===== config.mk =====
export PLATFORM = sky130hd
export DESIGN_NAME = scaler_bank
export DESIGN_NICKNAME = d
export VERILOG_FILES = /design/src/rtl/scaler_pkg.sv /design/src/rtl/scaler_channel.sv /design/src/rtl/scaler_bank.sv
export SDC_FILE = /design/constraint.sdc
export NUM_CORES = 1
export LEC_CHECK = 0
export ABC_AREA = 1
export CORE_MARGIN = 5
export CORE_UTILIZATION = 38
export DETAILED_ROUTE_END_ITERATION = 8
export PLACE_DENSITY = 0.54
export SLEW_MARGIN = 5
export SYNTH_ARGS = -nofsm -noshare
export SYNTH_HDL_FRONTEND = slang
export SYNTH_HIERARCHICAL = 1
export SYNTH_SLANG_ARGS = --single-unit

===== constraint.sdc =====
create_clock -name clk_i -period 2.9 [get_ports clk_i]
set_input_delay 0.58 -clock clk_i [delete_from_list [all_inputs] [get_ports clk_i]]
set_output_delay 0.58 -clock clk_i [all_outputs]
set_load 0.05 [all_outputs]

===== src/rtl/scaler_pkg.sv =====
`timescale 1ns/1ps
// Shared parameter defaults and helpers for the scaler bank.
package scaler_pkg;
  localparam int NCHAN_DEF          = 16;
  localparam int WIDTH_DEF          = 16;
  localparam int PRESCALE_DEF       = 0;
  localparam int REFRESH_CYCLES_DEF = 0;
  localparam int AW_DEF             = 6;
  localparam int SEQ_W              = 8;

  typedef logic [SEQ_W-1:0] seq_t;

  // Ceiling log2, never less than 1 so it can size a register directly.
  function automatic int clog2(input int n);
    int r;
    r = 1;
    for (int i = 1; i < 31; i++) begin
      if ((1 << i) < n) r = i + 1;
    end
    return r;
  endfunction
endpackage


===== src/rtl/scaler_channel.sv =====
`timescale 1ns/1ps
// One scaler channel: edge detect, saturating counter with sticky
// saturation flag, and the snapshot register latched on refresh.
module scaler_channel import scaler_pkg::*; #(
  parameter int WIDTH    = WIDTH_DEF,
  parameter int PRESCALE = PRESCALE_DEF
) (
  input  logic             clk_i,
  input  logic             rst_i,
  input  logic             count_i,
  input  logic             gate_i,
  input  logic             edge_mode_i,
  input  logic             refresh_i,
  output logic [WIDTH-1:0] snap_o,
  output logic             snap_sat_o
);
  localparam int CW = WIDTH + PRESCALE;

  logic             r_count_d;
  logic [CW-1:0]    r_cnt;
  logic             r_sat;
  logic [WIDTH-1:0] r_snap;
  logic             r_snap_sat;
  logic             w_ev;
  logic             w_full;

  assign w_ev   = gate_i & (edge_mode_i ? (count_i & ~r_count_d) : count_i);
  assign w_full = &r_cnt;

  // NOTE: state is updated with non-blocking assignments so every register
  // samples the pre-edge values; the snapshot registers are reset too
  // because a cleared bank is part of the visible reset state.
  always_ff @(posedge clk_i or negedge rst_i) begin
    if (!rst_i) begin
      r_count_d  <= 1'b0;
      r_cnt      <= '0;
      r_sat      <= 1'b0;
      r_snap     <= '0;
      r_snap_sat <= 1'b0;
    end else begin
      r_count_d <= count_i;
      if (refresh_i) begin
        r_snap     <= r_cnt[PRESCALE +: WIDTH];
        r_snap_sat <= r_sat;
        // A coincident event opens the new interval instead of being lost.
        r_cnt      <= CW'(w_ev);
        r_sat      <= 1'b0;
      end else if (w_ev) begin
        if (w_full) r_sat <= 1'b1;
        else        r_cnt <= r_cnt + 1'b1;
      end
    end
  end

  assign snap_o     = r_snap;
  assign snap_sat_o = r_snap_sat;
endmodule


===== src/rtl/scaler_bank.sv =====
`timescale 1ns/1ps
// Multi-channel scaler bank: per-channel saturating counters snapshotted
// coherently on each refresh, read back through a registered address port.
module scaler_bank import scaler_pkg::*; #(
  parameter int NCHAN          = NCHAN_DEF,
  parameter int WIDTH          = WIDTH_DEF,
  parameter int PRESCALE       = PRESCALE_DEF,
  parameter int REFRESH_CYCLES = REFRESH_CYCLES_DEF,
  parameter int AW             = AW_DEF
) (
  input  logic             clk_i,
  input  logic             rst_i,
  input  logic [NCHAN-1:0] count_i,
  input  logic             gate_i,
  input  logic             edge_mode_i,
  input  logic             refresh_i,
  input  logic [AW-1:0]    rd_addr_i,
  output logic [WIDTH-1:0] scaler_o,
  output logic             sat_o,
  output logic             valid_o,
  output logic [SEQ_W-1:0] seq_o
);
  localparam int NSLOT = 2 ** AW;

  logic             w_tick;
  logic             w_refresh;
  logic [WIDTH-1:0] w_snap     [NSLOT];
  logic             w_snap_sat [NSLOT];
  logic             r_valid;
  seq_t             r_seq;
  logic [WIDTH-1:0] r_scaler;
  logic             r_sat;

  if (REFRESH_CYCLES > 0) begin : g_timer
    localparam int TW = clog2(REFRESH_CYCLES);
    logic [TW-1:0] r_timer;

    assign w_tick = (r_timer == TW'(REFRESH_CYCLES - 1));

    always_ff @(posedge clk_i or negedge rst_i) begin
      if (!rst_i)      r_timer <= '0;
      else if (w_tick) r_timer <= '0;
      else             r_timer <= r_timer + 1'b1;
    end
  end else begin : g_no_timer
    assign w_tick = 1'b0;
  end

  assign w_refresh = refresh_i | w_tick;

  // Address slots past NCHAN are tied to zero so out-of-range reads return 0
  // without a separate range compare on the read path.
  for (genvar i = 0; i < NSLOT; i++) begin : g_slot
    if (i < NCHAN) begin : g_live
      scaler_channel #(
        .WIDTH    (WIDTH),
        .PRESCALE (PRESCALE)
      ) u_channel (
        .clk_i       (clk_i),
        .rst_i       (rst_i),
        .count_i     (count_i[i]),
        .gate_i      (gate_i),
        .edge_mode_i (edge_mode_i),
        .refresh_i   (w_refresh),
        .snap_o      (w_snap[i]),
        .snap_sat_o  (w_snap_sat[i])
      );
    end else begin : g_pad
      assign w_snap[i]     = '0;
      assign w_snap_sat[i] = 1'b0;
    end
  end

  always_ff @(posedge clk_i or negedge rst_i) begin
    if (!rst_i) begin
      r_valid  <= 1'b0;
      r_seq    <= '0;
      r_scaler <= '0;
      r_sat    <= 1'b0;
    end else begin
      r_valid  <= w_refresh;
      if (w_refresh) r_seq <= r_seq + 1'b1;
      r_scaler <= w_snap[rd_addr_i];
      r_sat    <= w_snap_sat[rd_addr_i];
    end
  end

  assign scaler_o = r_scaler;
  assign sat_o    = r_sat;
  assign valid_o  = r_valid;
  assign seq_o    = r_seq;
endmodule


==> metrics <==
Max-cap violations 0; status completed; Core Area approximately 80,000 sq um; R2R depth 10; Layout Utilization 43.36%; buffers inserted by post-CTS timing repair 0; Synth Area in Compound Gates around 6.6%; reg2reg start g_slot[6].g_live.u_channel/r_cnt[1]; element type at the critical path start flip-flop; htree depth 3; Net Sw Frac 25.30%; Synth Area in Adders 0.6737%; CTS Hold Buffers Added 1; vias in the first global route 26,120; Antenna Cells 0; largest net degree at the start of global routing 137; ys flop type dfrtp_1; clock-pin slew on the worst setup and hold paths 0.06 ns; Pwr Density 553.2 nW/um^2; drt pass-1 iters 5; largest family of logic cells by synthesized area simple AND/OR/NAND/NOR gates; Seq cells post-synth 586; Synth Area in Simple Gates between 30% and 40%; Initial Util 38.39%; I/O pin count 53; sum of negative setup slack 0 ns; critical path cell sequence clkdlybuf4s50_1; GRT Overall Usage 20.32%; Final Hold Viols 0; ys async rst share 100.0%; vias 27,100; Netlist cell types 31; CTS Buffer Depth 3; # placed instances 5,360; reg2reg setup slack 1.07 ns; GR peak layer met1; PostCTS Resize Cnt 0; post-synthesis xor/xnor area fraction 3.745%; Post-Syn Instances between 4,000 and 5,000; Die H approximately 300 um; highest-delay cell along the critical path clkdlybuf4s50_1; Die W 298.2 um; hold path start refresh_i; Crit Path Max Fanout 1; clock sink count 586; first-pass GRT wire length ~150,000 um; setup slack after layout 0.3924 ns; Num CTS Buffers 71; Max stage delay on crit path approximately 0.85 ns; Final #Nets 4,408; met2 Usage GRT 30.82%; M1 GR Usage 30.87%; ratio of cells with drive above 1 in the final layout 7.020%; antenna-violating nets left 0; Leakage 16.74 nW; Syn Area/Cell about 7.3 sq um; CTS root buffer clkbuf_16; Rel. slew slack 56.95%; Setup CP Type flip-flop to primary output; initial antenna violation count 0; die area between 80,000 and 90,000 sq um; Avg WL per Cell 16.56 um; Congestion Overflow GR 0; FMAX 0.3988 GHz; pre-CTS setup slack 0.5488 ns; NetSw 4.991 mW; vias per cell a little under 5; Slew @ Worst Pin 0.6457 ns; post-synthesis sequential area ratio 46.45%; synth-to-layout area growth 12.95%; Post-DP HPWL 64,860 um; fin crit share between 80 and 90%; num rows 105; Cell Count, Final, Fillers Out 5,486; CP endpoint kind primary output; Hold Crit Depth 2; Post-Syn Area roughly 32,000 sq um; TritonCTS clock tree done; Clock Skew 0.02838 ns; Worst EP required 2.32 ns; internal power 14.74 mW; Net Count, Synth around 4,400; VDD IR max 0.0003425 V; Initial DRC Count approximately 2,200; Port Buffers 52; fin. max-slew vios 0; Post-synth EDFFs 0; Worst Path Buf+Inv 1; hold worst-path end g_slot[6].g_live.u_channel/r_cnt[15]; combinational share of power just over 8%; min Tclk post-route 2.508 ns; WP data arrival 1.93 ns; Power, Total around 20 mW; post-synthesis mux area share 0%; met3 usage between 2 and 3%; setup violators final 0; worst hold path type input pin to flip-flop; Setup crit start scaler_o[8]; FF-to-FF End g_slot[6].g_live.u_channel/r_cnt[8]; Sequential Power Share 43.3%; Fill cells approximately 8,400; share of total power in the clock network 48.5%; RSZ-0062 raised after global routing no; clk_lat worst skew between 0.6 and 0.7 ns; # DRC 0; final wirelength 90,860 um; Crit path max-delay family buffers and inverters; global placer's final weighted congestion roughly 0.88; synth warn 6
## worst max-delay path by stage
stage,slack [ns],endpoint,depth (start not counted)
final,0.39,scaler_o[8],1
after global routing,0.35,scaler_o[10],1
after CTS,0.34,scaler_o[8],1
after detailed placement,0.55,g_slot[6].g_live.u_channel/r_cnt[2],6
after global placement,0.58,g_slot[6].g_live.u_channel/r_cnt[10],6
after floorplan,1.41,g_slot[0].g_live.u_channel/snap_o[10],6
## cells in the final DEF (no fill, tap or decap), types with 17 or more instances in the layout
| cell type | n |
|---|---|
| a21oi_1 | 32 |
| buf_4 | 44 |
| clkbuf_16 | 75 |
| clkdlybuf4s50_1 | 46 |
| dfrtp_1 | 586 |
| ha_1 | 17 |
| inv_1 | 338 |
| nand2_1 | 1855 |
| nand2_2 | 30 |
| nand3_1 | 332 |
| nand4_1 | 94 |
| nor2_1 | 351 |
| nor2_2 | 46 |
| o21ai_0 | 245 |
| o21ai_2 | 30 |
| xnor2_1 | 35 |
| xor2_1 | 100 |
## power groups by stage
stage	logic, mW	clock network [mW]	registers, mW
floorplan	0.812	0	8.82
global placement	1.64	0	8.69
detailed placement	1.64	0	8.70
CTS	1.65	9.81	8.55
global route	1.80	10.1	8.57
finish	1.62	9.56	8.55
## layer usage
metal  wire [um]  up-vias
met5           0        -
met4        1880        0
met3        3900      116
met2       39550      508
met1       45530    12790
li1            -    13690
## stage by stage
stage	hold slack, ns	cell area, sq um
2_1_floorplan	0.2844	31570
3_3_place_gp	0.4553	33140
3_5_place_dp	0.4590	33140
4_1_cts	0.3731	35660
5_1_grt	0.3845	35660
6_report	0.3950	35660
## flip-flops by register name, indices dropped and copies added (netlist names)
name and cells:
seq_o 8, valid_o 1, g_slot.g_live.u_channel/r_count_d 16, sat_o 1, g_slot.g_live.u_channel/r_cnt 256, g_slot.g_live.u_channel/r_sat 16, scaler_o 16, g_slot.g_live.u_channel/snap_sat_o 16
g_slot.g_live.u_channel/snap_o 256
## synth_stat cells (17+ instances only)
cell	number	share of area (%)
a21oi_1	32	0.51
buf_2	59	0.94
clkbuf_1	79	0.94
dfrtp_1	586	46
ha_1	17	0.67
inv_1	338	4.0
nand2_1	1855	22
nand2_2	30	0.59
nand3_1	332	5.3
nand4_1	94	1.9
nor2_1	351	4.2
nor2_2	46	0.91
o21ai_0	245	3.9
o21ai_2	30	0.83
xnor2_1	35	0.97
xor2_1	100	2.8
## cells by family after synthesis
kind of cell	Yosys count
fa+ha+maj	17
xor+xnor	135
flops	586
buf+inv	509
simple gates	2727
compound gates	372
## area by class of cell
| cell class | count | area [sq um] | share of cell area (%) |
|---|---|---|---|
| Tap cell | 1070 | 1339 | 3.754 |
| Multi-Input combinational cell | 3251 | 14700 | 41.22 |
| Sequential cell | 586 | 14660 | 41.12 |
| Timing Repair Buffer | 112 | 1166 | 3.270 |
| Inverter | 342 | 1286 | 3.607 |
| Clock buffer | 94 | 2078 | 5.828 |
| Clock inverter | 31 | 427.9 | 1.200 |
Power figures use the tool's default switching activity.
